===== src/rtl/dit_fft_8_pkg.sv =====
// Shared constants, FSM encoding, bit-reverse table and number-format helpers for dit_fft_8.
package dit_fft_8_pkg;

    localparam int W    = 16;   // port sample width (sign-magnitude)
    localparam int FRAC = 8;    // fraction bits
    localparam int TW   = 181;  // 0.7071 in Q8

    // Work width: 15-bit magnitude, sign, and three bits for the 8x growth of a full-scale sum.
    localparam int IW   = 19;

    typedef logic signed [IW-1:0] work_t;
    typedef logic        [W-1:0]  sample_t;

    typedef enum logic [2:0] {IDLE, LOAD, S1, S2, S3, DONE} state_t;
    typedef enum logic [1:0] {TW_W0, TW_W1, TW_W2, TW_W3} tw_sel_t;

    // Work slot i is loaded from sample BIT_REV[i].
    localparam logic [2:0] BIT_REV [8] = '{3'd0, 3'd4, 3'd2, 3'd6, 3'd1, 3'd5, 3'd3, 3'd7};

    // Sign-magnitude to two's complement; -0 maps to 0.
    function automatic work_t sm_to_tc(input sample_t sm);
        work_t mag;
        mag = work_t'({{(IW-W+1){1'b0}}, sm[W-2:0]});
        return sm[W-1] ? -mag : mag;
    endfunction

    // Two's complement to sign-magnitude, saturating the magnitude at 0x7FFF.
    // A negative value always has a non-zero magnitude, so -0 cannot be produced.
    function automatic sample_t tc_to_sm(input work_t v);
        logic [IW-1:0] mag;
        mag = v[IW-1] ? -v : v;
        if (|mag[IW-1:W-1])
            return {v[IW-1], {(W-1){1'b1}}};
        return {v[IW-1], mag[W-2:0]};
    endfunction

endpackage


===== src/rtl/fft_butterfly.sv =====
// Radix-2 butterfly: A' = A + W*B, B' = A - W*B, with W chosen from W0..W3 of the 8-point set.
module fft_butterfly
    import dit_fft_8_pkg::*;
(
    input  work_t   a_r,
    input  work_t   a_i,
    input  work_t   b_r,
    input  work_t   b_i,
    input  tw_sel_t tw_sel,
    output work_t   ap_r,
    output work_t   ap_i,
    output work_t   bp_r,
    output work_t   bp_i
);

    localparam int              PW   = IW + 9;
    localparam logic signed [8:0] TW_S = 9'(TW);

    work_t p_r, p_i, wb_r, wb_i;

    // B scaled by 0.7071, truncated toward minus infinity by the arithmetic shift.
    assign p_r = work_t'((PW'(b_r) * PW'(TW_S)) >>> FRAC);
    assign p_i = work_t'((PW'(b_i) * PW'(TW_S)) >>> FRAC);

    // Rotate B by the selected twiddle; W0 and W2 (-j) are exact swaps/negations.
    always_comb begin
        // NOTE: every output gets a default first so no branch can infer a latch.
        wb_r = b_r;
        wb_i = b_i;
        case (tw_sel)
            TW_W1:   begin wb_r = p_r + p_i; wb_i = p_i - p_r;    end
            TW_W2:   begin wb_r = b_i;       wb_i = -b_r;         end
            TW_W3:   begin wb_r = p_i - p_r; wb_i = -(p_r + p_i); end
            default: ;
        endcase
    end

    assign ap_r = a_r + wb_r;
    assign ap_i = a_i + wb_i;
    assign bp_r = a_r - wb_r;
    assign bp_i = a_i - wb_i;

endmodule


===== src/rtl/dit_fft_8.sv =====
// 8-point radix-2 DIT FFT: parallel load, one butterfly stage per clock, parallel result with ready.
module dit_fft_8
    import dit_fft_8_pkg::*;
(
    input  logic         clk,
    input  logic         RST_N,
    input  logic         write,
    input  logic         start,
    input  logic [W-1:0] in0_r, in1_r, in2_r, in3_r, in4_r, in5_r, in6_r, in7_r,
    input  logic [W-1:0] in0_i, in1_i, in2_i, in3_i, in4_i, in5_i, in6_i, in7_i,
    output logic [W-1:0] out0_r, out1_r, out2_r, out3_r, out4_r, out5_r, out6_r, out7_r,
    output logic [W-1:0] out0_i, out1_i, out2_i, out3_i, out4_i, out5_i, out6_i, out7_i,
    output logic         ready
);

    state_t     state, state_nxt;
    logic       start_q, start_edge;
    logic       launch, take_write, run_stage, publish;
    sample_t    in_r [8], in_i [8], smp_r [8], smp_i [8], res_r [8], res_i [8];
    work_t      work_r [8], work_i [8], stage_r [8], stage_i [8];
    logic [2:0] idx_a [4], idx_b [4];
    tw_sel_t    tw [4];
    work_t      ap_r [4], ap_i [4], bp_r [4], bp_i [4];

    assign in_r = '{in0_r, in1_r, in2_r, in3_r, in4_r, in5_r, in6_r, in7_r};
    assign in_i = '{in0_i, in1_i, in2_i, in3_i, in4_i, in5_i, in6_i, in7_i};

    assign {out0_r, out1_r, out2_r, out3_r} = {res_r[0], res_r[1], res_r[2], res_r[3]};
    assign {out4_r, out5_r, out6_r, out7_r} = {res_r[4], res_r[5], res_r[6], res_r[7]};
    assign {out0_i, out1_i, out2_i, out3_i} = {res_i[0], res_i[1], res_i[2], res_i[3]};
    assign {out4_i, out5_i, out6_i, out7_i} = {res_i[4], res_i[5], res_i[6], res_i[7]};

    assign start_edge = start & ~start_q;

    // Registered copy of start for rising-edge detection.
    always_ff @(posedge clk or posedge RST_N) begin
        // NOTE: sequential state uses non-blocking assignments so all flops update together.
        if (RST_N) start_q <= 1'b0;
        else       start_q <= start;
    end

    // FSM state register.
    always_ff @(posedge clk or posedge RST_N) begin
        if (RST_N) state <= IDLE;
        else       state <= state_nxt;
    end

    // FSM next state: a start edge launches from IDLE/DONE, busy states advance every clock.
    always_comb begin
        state_nxt = state;
        case (state)
            IDLE, DONE: if (start_edge) state_nxt = LOAD;
            LOAD:       state_nxt = S1;
            S1:         state_nxt = S2;
            S2:         state_nxt = S3;
            S3:         state_nxt = DONE;
            default:    state_nxt = IDLE;
        endcase
    end

    // FSM outputs: datapath controls decoded from the current state.
    always_comb begin
        take_write = 1'b0;
        launch     = 1'b0;
        run_stage  = 1'b0;
        publish    = 1'b0;
        case (state)
            IDLE, DONE:   begin take_write = write; launch = start_edge; end
            LOAD, S1, S2: run_stage = 1'b1;
            S3:           publish   = 1'b1;
            default:      ;
        endcase
    end

    // Operand routing for the four shared butterflies: span 1 in LOAD, span 2 in S1, span 4 in S2.
    always_comb begin
        for (int k = 0; k < 4; k++) begin
            idx_a[k] = 3'(2 * k);
            idx_b[k] = 3'(2 * k + 1);
            tw[k]    = TW_W0;
        end
        case (state)
            S1: for (int k = 0; k < 4; k++) begin
                idx_a[k] = {k[1], 1'b0, k[0]};
                idx_b[k] = {k[1], 1'b1, k[0]};
                tw[k]    = k[0] ? TW_W2 : TW_W0;
            end
            S2: for (int k = 0; k < 4; k++) begin
                idx_a[k] = {1'b0, k[1:0]};
                idx_b[k] = {1'b1, k[1:0]};
                tw[k]    = tw_sel_t'(k[1:0]);
            end
            default: ;
        endcase
    end

    for (genvar k = 0; k < 4; k++) begin : g_bf
        fft_butterfly u_bf (
            .a_r    (work_r[idx_a[k]]),
            .a_i    (work_i[idx_a[k]]),
            .b_r    (work_r[idx_b[k]]),
            .b_i    (work_i[idx_b[k]]),
            .tw_sel (tw[k]),
            .ap_r   (ap_r[k]),
            .ap_i   (ap_i[k]),
            .bp_r   (bp_r[k]),
            .bp_i   (bp_i[k])
        );
    end

    // Next contents of the work array after the current stage's butterflies.
    always_comb begin
        stage_r = work_r;
        stage_i = work_i;
        for (int k = 0; k < 4; k++) begin
            stage_r[idx_a[k]] = ap_r[k];
            stage_i[idx_a[k]] = ap_i[k];
            stage_r[idx_b[k]] = bp_r[k];
            stage_i[idx_b[k]] = bp_i[k];
        end
    end

    // Sample registers: captured by write while idle or done.
    always_ff @(posedge clk or posedge RST_N) begin
        // NOTE: these arrays are a few flops, not RAM, and must read zero after reset, so they are reset.
        if (RST_N) begin
            smp_r <= '{default: '0};
            smp_i <= '{default: '0};
        end else if (take_write) begin
            smp_r <= in_r;
            smp_i <= in_i;
        end
    end

    // Work registers: bit-reversed load on launch (bypassing a same-edge write), then one stage per clock.
    always_ff @(posedge clk or posedge RST_N) begin
        if (RST_N) begin
            work_r <= '{default: '0};
            work_i <= '{default: '0};
        end else if (launch) begin
            for (int i = 0; i < 8; i++) begin
                work_r[i] <= sm_to_tc(take_write ? in_r[BIT_REV[i]] : smp_r[BIT_REV[i]]);
                work_i[i] <= sm_to_tc(take_write ? in_i[BIT_REV[i]] : smp_i[BIT_REV[i]]);
            end
        end else if (run_stage) begin
            work_r <= stage_r;
            work_i <= stage_i;
        end
    end

    // Result registers: converted back to sign-magnitude when the last stage is complete.
    always_ff @(posedge clk or posedge RST_N) begin
        if (RST_N) begin
            res_r <= '{default: '0};
            res_i <= '{default: '0};
        end else if (publish) begin
            for (int i = 0; i < 8; i++) begin
                res_r[i] <= tc_to_sm(work_r[i]);
                res_i[i] <= tc_to_sm(work_i[i]);
            end
        end
    end

    // Ready: set on publish, cleared by an accepted write or a launch.
    always_ff @(posedge clk or posedge RST_N) begin
        if (RST_N)                    ready <= 1'b0;
        else if (publish)             ready <= 1'b1;
        else if (launch || take_write) ready <= 1'b0;
    end

endmodule


===== config.mk =====
export PLATFORM = sky130hd
export DESIGN_NAME = dit_fft_8
export DESIGN_NICKNAME = d
export VERILOG_FILES = /design/src/rtl/dit_fft_8_pkg.sv /design/src/rtl/fft_butterfly.sv /design/src/rtl/dit_fft_8.sv
export SDC_FILE = /design/constraint.sdc
export NUM_CORES = 2
export LEC_CHECK = 0
export CAP_MARGIN = 20
export CORE_MARGIN = 2
export CORE_UTILIZATION = 56
export DETAILED_ROUTE_END_ITERATION = 12
export PLACE_DENSITY = 0.79
export RECOVER_POWER = 50
export SLEW_MARGIN = 25
export SYNTH_ARGS = -nofsm -noshare
export SYNTH_HDL_FRONTEND = slang
export SYNTH_SLANG_ARGS = --single-unit

===== constraint.sdc =====
create_clock -name clk -period 30.4 [get_ports clk]
set_input_delay 7.6 -clock clk [delete_from_list [all_inputs] [get_ports clk]]
set_output_delay 7.6 -clock clk [all_outputs]
set_load 0.05 [all_outputs]

==> impl_metrics.tcl <==
set metrics [dict create \
    hp-class "register to register" \
    grt-ovfl-total 0 \
    setup_viol 0 \
    ios 517 \
    cts_buffers 97 \
    clockBufferDepth 3 \
    ys_types 103 \
    grtUsageTotal_pct 49.13 \
    outcome "complete, but fails checks" \
    worst_ep_required_time_ns 31.00 \
    die_h_um 379.3 \
    start_util_pct 56.45 \
    cts_tree "yes" \
    skew_ns 0.05667 \
    dieArea_um2 143900 \
    whs_path_depth 2 \
    yosys_warnings 0 \
    final_cell_mix "1112 x nand2_1, 950 x nor2_1, 921 x inv_1, 821 x dfrtp_1, 748 x a21oi_1" \
    die_x_um 379.3 \
    slew_headroom_pct -433.3 \
    drt_pass1_iterations 13 \
    gp_congestion 1.140 \
    fmax_ghz 0.05247 \
    finalHoldViolations 0 \
    drv_cap 27 \
    rsz0062_at_grt "no" \
    fp-row-count 137 \
    flow.area_growth_from_synthesis_pct 12.94 \
    worst_pin_slew_ns 8.000 \
    final_max_slew_viol_count 1368 \
    rr_endpoint "work_i[77]$_DFFE_PP0P_" \
    cts_setup_buffers 0 \
    startpoint_type "register" \
    ys_seq_area_share_pct 26.05 \
    fin_tns_setup_ns 0 \
    synth_area_um2 78870 \
    nets 11220 \
    min_period_ns 19.06 \
    portBuffers 516 \
    post_synth.cell_area_avg_um2 8.047 \
    synth_flop_cell "dfrtp_1" \
    num_vias 79039 \
    antenna_found_initial 45 \
    finish.utilization_pct 63.76 \
    min_from "out1_i[2]$_DFFE_PP0P_" \
    insertion_delay_ns 0.76 \
    dp_hpwl_um 288000 \
    grt_pass1_wl_um 508900 \
    drt_iter0_drc 12355 \
    hold_ws_ns 0.4637 \
    path_class "register to register" \
    viasPerCell 6.583 \
    drt_wl_total_um 362000 \
    reg2reg_depth 8 \
    cts_hold_buf 0 \
    grt_max_degree 177 \
    critPathArrivalTime_ns 19.66 \
    path_max_fanout 151 \
    clock_tree.htree_level_count 3 \
    worstHoldEndpoint "out1_i[2]$_DFFE_PP0P_" \
    synthArstFlopShare_pct 100.0 \
    path_clk_slew_ns 0.06 \
    final_common_cell "nand2_1" \
    fin_crit_sh_pct 62.69 \
    clk_root_buffer_cell "clkbuf_16" \
    rrSetupSlack_ns 11.34 \
    crit_start "state[0]$_DFFE_PP0P_" \
    core_um2 139700 \
    route.detailed.drc 0 \
    failed_checks "max-capacitance violations, max-slew violations" \
    synth-edff-count 0 \
    synth_seq_cells 821 \
    drive_gt1_share_pct 4.036 \
    ctsResizeCount 0 \
    ant_nets 0 \
    syn_inst 9801 \
    cts.sinks 821 \
    wl_per_cell_um 30.15 \
    r2r-start "state[0]$_DFFE_PP0P_" \
    syn_nets 10991 \
    grt_pass1_vias 72618 \
    cp-end-kind "register" \
]
## cell usage after synthesis (14+ instances only)
library cell	count	area share [%]
nor3_1	205	1.3
nor2b_1	65	0.52
o31ai_1	73	0.69
xor2_1	284	3.2
nor2_1	953	4.5
or2_2	20	0.16
and3_1	54	0.43
buf_2	33	0.21
and2_1	23	0.18
ha_1	713	11
a21oi_1	750	4.8
nor4_1	48	0.38
dfrtp_1	821	26
buf_4	14	0.13
o211ai_1	151	1.4
o22ai_1	47	0.37
or3_1	84	0.67
nand2b_1	54	0.43
a211oi_1	136	1.3
fa_1	217	5.5
o21a_1	38	0.36
o41ai_1	35	0.39
o221ai_1	29	0.32
a22oi_1	19	0.18
a221oi_1	28	0.31
clkbuf_1	452	2.2
buf_1	60	0.29
a31oi_1	112	0.89
nand2_1	1116	5.3
or4_1	35	0.33
mux2i_1	402	5.1
nand3_1	120	0.76
o21ai_0	590	3.7
inv_1	921	4.4
a21boi_0	19	0.18
nand4_1	30	0.24
a21o_1	87	0.83
o21bai_1	117	1.1
xnor2_1	634	7.0
## critical path: stages, from the launching register on
cell and delay, ns:
dfrtp_1 1.45, clkbuf_1 3.88, inv_1 1.58, clkbuf_1 2.26, a21oi_4 0.65, buf_4 0.62, clkbuf_1 5.57, nand3_1 1.97
a31oi_1 0.57
## layer usage
metal	GRT usage (%)	wire length (µm)
met3	26.28	66390
met5	3.259	1044
met4	21.05	19170
met1	66.75	141500
met2	63.16	133900
## worst max path at each step
| stage | to | cells past startpoint | slack [ns] |
|---|---|---|---|
| 2_1_floorplan | out0_i[0]$_DFFE_PP0P_ | 1 | 11.53 |
| 3_3_place_gp | work_i[132]$_DFFE_PP0P_ | 13 | 17.77 |
| 3_5_place_dp | work_i[132]$_DFFE_PP0P_ | 13 | 17.70 |
| 4_1_cts | work_i[56]$_DFFE_PP0P_ | 41 | 18.13 |
| 5_1_grt | work_i[77]$_DFFE_PP0P_ | 8 | 11.45 |
| 6_report | work_i[77]$_DFFE_PP0P_ | 8 | 11.34 |
## registers in the layout (all words and copies together), names as in the netlist, 128 cells and up
name and cells:
smp_i 128, smp_r 128, work_i 152, work_r 152
## cell type report
cell class / count / area, µm²
clock buffer: 123 / 2646
inverter: 935 / 3511
tap: 1876 / 2347
sequential: 821 / 20540
fill: 12048 / 50630
antenna: 22 / 55.05
timing repair buffer: 695 / 6492
clock inverter: 54 / 778.2
multi-input combinational: 7480 / 52700
## stage by stage
| stage | area (µm²) | std cells | setup WS [ns] |
|---|---|---|---|
| final | 89070 | 12006 | 11.34 |
| after CTS | 89150 | 11983 | 18.13 |
| after detailed placement | 85720 | 11806 | 17.70 |
| after floorplan | 78870 | 9801 | 11.53 |
| after global placement | 85710 | 11806 | 17.77 |
| after global routing | 89030 | 11989 | 11.45 |
## kinds of logic (layout without fill, tap and decap cells)
| logic type | after synthesis | count (layout) | synth area share, % |
|---|---|---|---|
| compound gates | 2361 | 2361 | 18.43 |
| mux | 406 | 406 | 5.205 |
| buf+inv | 1500 | 1807 | 7.304 |
| other cells | 0 | 22 | 0 |
| simple gates | 2860 | 2860 | 15.87 |
| xor+xnor | 923 | 923 | 10.32 |
| fa+ha+maj | 930 | 930 | 16.82 |
| flops | 821 | 821 | 26.05 |
Power is left out: the tool's default activity adds up to more than one toggle a clock period on the data nets, which glitch-free logic cannot reach.
